==> src/rtl/hc595_scan_ctrl.sv <==
// Scan controller for a 6-digit common-anode display behind two cascaded 74HC595s.
// Each scan tick serialises {seg, sel} MSB first on sh_cp/ds, then pulses st_cp.
module hc595_scan_ctrl #(
  parameter int CLK_DIV  = 2,
  parameter int SCAN_CYC = 50000
) (
  input  logic        sys_clk,
  input  logic        reset_n,
  input  logic [23:0] data_in,
  input  logic [5:0]  point,
  input  logic        enable,
  output logic        sh_cp,
  output logic        st_cp,
  output logic        ds,
  output logic        busy,
  output logic        frame_done,
  output logic [2:0]  dig_idx
);

  localparam int CNT_W = (SCAN_CYC > 1) ? $clog2(SCAN_CYC) : 1;
  localparam int DIV_W = $clog2(CLK_DIV + 1);
  localparam logic [CNT_W-1:0] CNT_LAST = CNT_W'(SCAN_CYC - 1);
  localparam logic [DIV_W-1:0] DIV_LAST = DIV_W'(CLK_DIV - 1);

  typedef enum logic [1:0] {IDLE, LOAD, SHIFT, LATCH} state_t;

  // Active-low segment pattern {dp,g,f,e,d,c,b,a}, dp off.
  function automatic logic [7:0] hex_seg(input logic [3:0] nib);
    logic [7:0] s;
    case (nib)
      4'h0: s = 8'hC0;
      4'h1: s = 8'hF9;
      4'h2: s = 8'hA4;
      4'h3: s = 8'hB0;
      4'h4: s = 8'h99;
      4'h5: s = 8'h92;
      4'h6: s = 8'h82;
      4'h7: s = 8'hF8;
      4'h8: s = 8'h80;
      4'h9: s = 8'h90;
      4'hA: s = 8'h88;
      4'hB: s = 8'h83;
      4'hC: s = 8'hC6;
      4'hD: s = 8'hA1;
      4'hE: s = 8'h86;
      default: s = 8'h8E;
    endcase
    return s;
  endfunction

  function automatic logic [13:0] build_word(input logic [23:0] data,
                                             input logic [5:0]  dp,
                                             input logic        en,
                                             input logic [2:0]  digit);
    logic [7:0] seg;
    logic [5:0] sel;
    seg = hex_seg(data[{digit, 2'b00} +: 4]);
    if (dp[digit]) seg[7] = 1'b0;
    sel = 6'b000001 << digit;
    if (!en) begin
      seg = 8'hFF;
      sel = 6'b000000;
    end
    return {seg, sel};
  endfunction

  logic [CNT_W-1:0] cnt_q;
  logic             tick;

  state_t           state_q, state_d;
  logic [DIV_W-1:0] div_q, div_d;
  logic             hi_q, hi_d;
  logic [3:0]       bit_q, bit_d;
  logic [2:0]       digit_q, digit_d;
  logic [13:0]      word_q;
  logic [13:0]      new_word;
  logic             load_word;

  logic             sh_cp_d, st_cp_d, ds_d, busy_d, frame_done_d;
  logic [2:0]       dig_idx_d;

  assign tick     = (cnt_q == CNT_LAST);
  assign new_word = build_word(data_in, point, enable, digit_q);

  // Free-running scan timebase; ticks that land outside IDLE are simply ignored.
  always_ff @(posedge sys_clk or negedge reset_n) begin
    if (!reset_n) cnt_q <= '0;
    else if (tick) cnt_q <= '0;
    else           cnt_q <= cnt_q + 1'b1;
  end

  always_comb begin
    state_d      = state_q;
    div_d        = div_q;
    hi_d         = hi_q;
    bit_d        = bit_q;
    digit_d      = digit_q;
    sh_cp_d      = sh_cp;
    st_cp_d      = st_cp;
    ds_d         = ds;
    busy_d       = busy;
    frame_done_d = 1'b0;
    dig_idx_d    = dig_idx;
    load_word    = 1'b0;
    unique case (state_q)
      IDLE: begin
        if (tick) begin
          state_d   = LOAD;
          load_word = 1'b1;
          ds_d      = new_word[13];
          sh_cp_d   = 1'b0;
          busy_d    = 1'b1;
        end
      end
      LOAD: begin
        state_d = SHIFT;
        div_d   = '0;
        hi_d    = 1'b0;
        bit_d   = 4'd13;
      end
      SHIFT: begin
        if (div_q == DIV_LAST) begin
          div_d = '0;
          if (!hi_q) begin
            hi_d    = 1'b1;
            sh_cp_d = 1'b1;
          end else if (bit_q == 4'd0) begin
            state_d = LATCH;
            hi_d    = 1'b0;
            sh_cp_d = 1'b0;
            st_cp_d = 1'b1;
          end else begin
            // Next bit goes out on the same cycle sh_cp falls, so it is stable for the next rise.
            hi_d    = 1'b0;
            sh_cp_d = 1'b0;
            bit_d   = bit_q - 4'd1;
            ds_d    = word_q[bit_q - 4'd1];
          end
        end else begin
          div_d = div_q + 1'b1;
        end
      end
      LATCH: begin
        if (div_q == DIV_LAST) begin
          state_d      = IDLE;
          div_d        = '0;
          st_cp_d      = 1'b0;
          busy_d       = 1'b0;
          frame_done_d = 1'b1;
          dig_idx_d    = digit_q;
          digit_d      = (digit_q == 3'd5) ? 3'd0 : digit_q + 3'd1;
        end else begin
          div_d = div_q + 1'b1;
        end
      end
      default: state_d = IDLE;
    endcase
  end

  // Outputs are registered so the 595 pins never see decode glitches.
  always_ff @(posedge sys_clk or negedge reset_n) begin
    if (!reset_n) begin
      state_q    <= IDLE;
      div_q      <= '0;
      hi_q       <= 1'b0;
      bit_q      <= 4'd0;
      digit_q    <= 3'd0;
      sh_cp      <= 1'b0;
      st_cp      <= 1'b0;
      ds         <= 1'b0;
      busy       <= 1'b0;
      frame_done <= 1'b0;
      dig_idx    <= 3'd0;
    end else begin
      state_q    <= state_d;
      div_q      <= div_d;
      hi_q       <= hi_d;
      bit_q      <= bit_d;
      digit_q    <= digit_d;
      sh_cp      <= sh_cp_d;
      st_cp      <= st_cp_d;
      ds         <= ds_d;
      busy       <= busy_d;
      frame_done <= frame_done_d;
      dig_idx    <= dig_idx_d;
    end
  end

  always_ff @(posedge sys_clk) begin
    if (load_word) word_q <= new_word;
  end

endmodule

==> config.mk <==
export PLATFORM = sky130hd
export DESIGN_NAME = hc595_scan_ctrl
export DESIGN_NICKNAME = d
export VERILOG_FILES = /design/src/rtl/hc595_scan_ctrl.sv
export SDC_FILE = /design/constraint.sdc
export NUM_CORES = 1
export LEC_CHECK = 0
export BUFFER_PORTS_ARGS = -buffer_cell sky130_fd_sc_hd__clkbuf_2
export CAP_MARGIN = 10
export CELL_PAD_IN_SITES_DETAIL_PLACEMENT = 1
export CELL_PAD_IN_SITES_GLOBAL_PLACEMENT = 1
export CORE_AREA = 8 8 95 97
export DETAILED_ROUTE_END_ITERATION = 16
export DIE_AREA = 0 0 103 105
export GPL_ROUTABILITY_DRIVEN = 0
export HOLD_SLACK_MARGIN = 0.06
export PLACE_DENSITY = 0.81
export SYNTH_ARGS = -nofsm -noshare
export SYNTH_HDL_FRONTEND = slang
export SYNTH_SLANG_ARGS = --single-unit
==> constraint.sdc <==
create_clock -name sys_clk -period 3.9 [get_ports sys_clk]
set_input_delay 0 -clock sys_clk [delete_from_list [all_inputs] [get_ports sys_clk]]
set_output_delay 0 -clock sys_clk [all_outputs]
set_load 0.01 [all_outputs]
==> results.toml, run 1 <==
[yosys]
yosysWarnings = 0
synth_commonest_cells = "dfrtp_1, nor2_1, nand2_1"
synth.most_common_cell = "dfrtp_1"
synth.distinct_cells = 54
synth_edf_count = 14
async_reset_ff_frac = 0.720
synth.avg_cell_area_sq_um = 10.8
syn_inst = 270
synthTopCellsByArea = "dfrtp_1, edfxtp_1, ha_1"
yosys_most_used_dff = "dfrtp_1"
netlist.top_cell.by_area = "dfrtp_1"
syn-num-nets = 317
synth_area_sq_um = 2920
synth_top_area_share = 0.309
ys_seq_elements = 50
ys_seq_area_frac = 0.453

[cells_and_area]
regArea_sq_um = 1320
fin_util = 0.438
diodes = 0
syn_to_final_growth_pct = 13.0
drive_gt1_frac = 0.212
nNetsFinal = 357
fillers = 894
multiInputGateArea_sq_um = 1480

[global_route]
grt_start_max_net_pins = 37
overflow = 0
grt_pass1_wl_mm = 11.9
grt_use_total = 0.137
grt_antenna_before_repair = 0
grt_pass1_vias = 2484

[clock_network]
numCtsBuffers = 5
clock_sinks = 50
post_cts_resized = 0
clk_pin_slew_worst_paths_ns = 0.11
post-cts-setup-buffers = 0
clock_latency_ns = 0.31
cts_tree = "built"
htreeDepth = 2
clockRootBuffer = "clkbuf_8"
cts_hold_buf = 1
cts_buffer_depth = 2

[worst_setup_path]
worst_ep_required_time_ns = 3.94
endpoint_kind = "flop"
worstPathArrival_ns = 2.93
rr_worst_depth = 8
startpoint_type = "flop"
critPathKind = "flop to flop"
path_max_fanout = 11

[sta]
slew_headroom = 0.345
tightest_slew_ns = 0.978
timing.final.crit_period_ns = 2.89
setup_violations = 0
drv_slew = 0
final.period_utilization = 0.741
tns_ns = 0
rsz0062_at_grt = "no"
setup_ws_ns = 1.01
max_freq_ghz = 0.346
finClkSkew_ns = 0.0185
finalHoldViolCount = 0

[floorplan]
fp.dieW_um = 103
core_sq_um = 7530
die_area_sq_um = 10800
row_count = 32
dieHeight_um = 105
pin_count = 41
initial_utilization = 0.388

[placed_design]
hpwl_mm = 5.06
dp_slack_ns = 1.03
port_buffers = 40

[detailed_routing]
via_count = 2163
drc = 0
drt-pass1-iter-count = 4
drt_iter0_markers = 64
routed_via_density = 5.24
wire_per_inst_um = 16.3
antenna_left = 0
wirelength_mm = 6.74

[hold_path]
hold_path.class = "input port to flop"
holdPathStages = 2

[pwr]
p_leak_nw = 1.49
peakVddDrop_mv = 0.143
powerDensity_nw_per_um2 = 275
fin_total_pwr_mw = 0.909

[status]
status = "finished, final reports clean"

[flow_run]
drv_cap = 0
-- final timing paths --
path                                        startpoint                 endpoint  slack [ns]
worst min register to register  dig_idx[2]$_DFFE_PN0P_   dig_idx[2]$_DFFE_PN0P_        0.51
worst max register to register  digit_q[0]$_DFFE_PN0P_  word_q[9]$_SDFFCE_PN1P_        1.01
worst max-delay path            digit_q[0]$_DFFE_PN0P_  word_q[9]$_SDFFCE_PN1P_        1.01
worst min-delay path                            enable  word_q[7]$_SDFFCE_PN1P_        0.14
min in group asynchronous                      reset_n        st_cp$_DFFE_PN0P_        0.36
max in group asynchronous                      reset_n     bit_q[0]$_DFFE_PN0P_        2.98
-- sequential cells by signal, indices dropped and copies added (netlist names) --
| name | flops |
|---|---|
| cnt_q | 16 |
| word_q | 14 |
| bit_q | 4 |
| dig_idx | 3 |
| digit_q | 3 |
| div_q | 2 |
| state_q | 2 |
| busy | 1 |
| ds | 1 |
| frame_done | 1 |
| hi_q | 1 |
| sh_cp | 1 |
| st_cp | 1 |
-- cell usage in the layout, fill, tap and decap left out, types with 5 or more instances in the layout --
| master | count |
|---|---|
| a21oi_1 | 9 |
| clkbuf_2 | 40 |
| clkbuf_8 | 5 |
| dfrtp_1 | 36 |
| edfxtp_1 | 14 |
| ha_1 | 14 |
| inv_1 | 15 |
| mux2i_1 | 16 |
| mux4_2 | 6 |
| nand2_1 | 21 |
| nand2b_1 | 8 |
| nand3_1 | 10 |
| nor2_1 | 24 |
| nor2b_1 | 6 |
| nor3_1 | 5 |
| o21ai_0 | 6 |
| xnor2_1 | 7 |
| xor2_1 | 11 |
-- power breakdown --
group	switching, mW	internal (mW)	total (mW)
Sequential	0	0.538	0.538
Combinational	0.0333	0.0275	0.0608
Clock	0.182	0.128	0.310
-- area by class of cell --
type	count	area share
clock inverters	2	0.00417
repair buffers	43	0.0683
clock buffers	6	0.0220
flip-flops and latches	50	0.400
inverters	15	0.0171
well taps	102	0.0387
multi-input cells	195	0.449
-- worst max-delay path, cell delays in order, from the launching register on --
cell and delay (ns):
dfrtp_1 0.49, buf_4 0.26, mux4_2 0.51, a21oi_1 0.44, inv_1 0.17, ha_1 0.28, and2_1 0.15, a211oi_1 0.22
o21ai_1 0.10
-- stage by stage --
stage | std cells | cell area [sq um] | hold slack [ns]
final | 413 | 3300 | 0.144
after global routing | 413 | 3300 | 0.166
after CTS | 413 | 3300 | 0.130
after detailed placement | 404 | 3200 | 0.173
after global placement | 404 | 3200 | 0.174
after floorplan | 270 | 2920 | -0.296
-- metal layers --
metal	share of wire	global-route usage	vias to the layer above
met5	0	0	-
met3	0.048	0.0372	8
li1	-	-	1040
met4	0.013	0.0455	0
met2	0.51	0.233	52
met1	0.43	0.161	1063
-- kinds of logic (layout without fill, tap and decap cells) --
logic type	count (synthesis)	in the layout	share of synthesized area
buffers and inverters	25	66	0.0394
DFF	50	50	0.453
adders and majority gates	14	14	0.0600
and+or+nand+nor	96	96	0.177
AOI/OAI and AO/OA	41	41	0.0986
muxes	26	26	0.118
xor gates and xnor gates	18	18	0.0540
Power figures use the tool's default switching activity.
==> run 2: changes to the inputs <==
- clock period: 3.9 -> 3 ns (I/O delays scaled with it)
==> results.toml, run 2 (synthesized netlist as in run 1, its figures left out) <==
[status]
status = "finished, final reports clean"

[worst_setup_path]
cp_slowest_cell = "mux4_2"
startpoint_type = "flop"
cp_top_family = "simple AND/OR/NAND/NOR gates"
path_cells = "buf_4 -> mux4_2 -> nand2_1 -> o21ai_1 -> ha_1 -> nand2b_1 -> nor4_1 -> a41o_1 -> nor3_1"
worstReg2RegStart = "digit_q[0]$_DFFE_PN0P_"
worstSetupStartpoint = "digit_q[0]$_DFFE_PN0P_"
critPathKind = "flop to flop"
crit_buf_inv = 1
endpoint_kind = "flop"
worst_ep_required_time_ns = 3.05
path_max_fanout = 15
cpPeakStageDelay_ns = 0.54
worstPathArrival_ns = 2.59

[sta]
setup_violations = 0
tns_ns = 0
finalHoldViolCount = 0
drv_slew = 0
rsz0062_at_grt = "no"
slew_headroom = 0.353
finClkSkew_ns = 0.0100
tightest_slew_ns = 0.970
max_freq_ghz = 0.394
final.period_utilization = 0.846
timing.final.crit_period_ns = 2.54

[hold_path]
hold_path.class = "input port to flop"
hp-start = "enable"

[cells_and_area]
reg_top3 = "cnt_q (16), word_q (14), bit_q (4)"
largest_register_ffs = 16
most-common-layout-cells = "clkbuf_2, dfrtp_1, nor2_1, nand2_1, mux2i_1"
fin_util = 0.443
final_common_cell = "clkbuf_2"
diodes = 0
syn_to_final_growth_pct = 14.3
regMostFlops = "cnt_q"
nNetsFinal = 359
drive_gt1_frac = 0.220

[detailed_routing]
via_count = 2173
drc = 0
drt-pass1-iter-count = 4
wirelength_mm = 6.75
routed_via_density = 5.24
drt_iter0_markers = 67
wire_per_inst_um = 16.3
antenna_left = 0

[clock_network]
htreeDepth = 2
clockRootBuffer = "clkbuf_8"
clock_latency_ns = 0.30
cts_tree = "built"
clk_pin_slew_worst_paths_ns = 0.09
cts_buffer_depth = 2
numCtsBuffers = 5
clock_sinks = 50

[floorplan]
core_sq_um = 7530
dieHeight_um = 105
pin_count = 41
initial_utilization = 0.388
fp.dieW_um = 103
row_count = 32
die_area_sq_um = 10800

[placed_design]
hpwl_mm = 5.32
port_buffers = 40

[pwr]
pwr-share-clk = 0.366
powerDensity_nw_per_um2 = 369
p_int_mw = 0.953
swShare = 0.226
p_comb_frac = 0.066
p_switching_mw = 0.278
p_seq_frac = 0.568
p_leak_nw = 1.51
peakVddDrop_mv = 0.164

[global_route]
grt_start_max_net_pins = 37
overflow = 0
grt_use_total = 0.131
grt_pass1_wl_mm = 11.5
grt_pass1_vias = 2424
grt_antenna_before_repair = 0

[flow_run]
drv_cap = 0
## run 2: final timing paths
kind / to / slack, ns / depth (start not counted)
min in group asynchronous: cnt_q[12]$_DFF_PN0_ / 0.37 / 2
min reg2reg: dig_idx[0]$_DFFE_PN0P_ / 0.49 / 2
max reg2reg: word_q[6]$_SDFFCE_PN1P_ / 0.46 / 9
max: word_q[6]$_SDFFCE_PN1P_ / 0.46 / 9
min: word_q[7]$_SDFFCE_PN1P_ / 0.12 / 2
max in group asynchronous: digit_q[0]$_DFFE_PN0P_ / 2.02 / 2
## run 2: final cells by class
| class | instances | area (sq um) |
|---|---|---|
| clock buffer | 6 | 93.8 |
| timing repair buffer | 45 | 240 |
| multi-input combinational | 195 | 1480 |
| inverter | 15 | 56.3 |
| tap | 102 | 128 |
| sequential | 50 | 1320 |
| clock inverter | 2 | 13.8 |
| fill | 889 | 4190 |
## run 2: power groups by stage
stage               registers, mW  logic [mW]  clock network (mW)
floorplan                   0.714      0.0398                   0
global placement            0.713      0.0791                   0
detailed placement          0.713      0.0818                   0
CTS                         0.699      0.0829               0.467
global route                0.700      0.0922               0.488
finish                      0.699      0.0818               0.450
## run 2: metal layers
metal	global-route usage	share of wire
met4	0.0538	0.022
met3	0.0319	0.042
met5	0	0
met2	0.210	0.47
met1	0.165	0.46
## run 2: per-stage QoR
step / instance area (sq um) / hold WS (ns) / instances / power, mW / setup slack [ns]
after floorplan: 2920 / -0.296 / 270 / 0.753 / 0.682
after global placement: 3220 / 0.174 / 406 / 0.793 / 0.641
after detailed placement: 3220 / 0.194 / 406 / 0.795 / 0.490
after CTS: 3340 / 0.115 / 415 / 1.25 / 0.465
after global routing: 3340 / 0.136 / 415 / 1.28 / 0.344
final: 3340 / 0.119 / 415 / 1.23 / 0.462
## run 2: timing repair
action,CTS,global route
hold buffers,1,0
setup endpoints to repair,0,0
buffers inserted,0,0
resized for setup,0,0
endpoints found under the hold margin,36,0
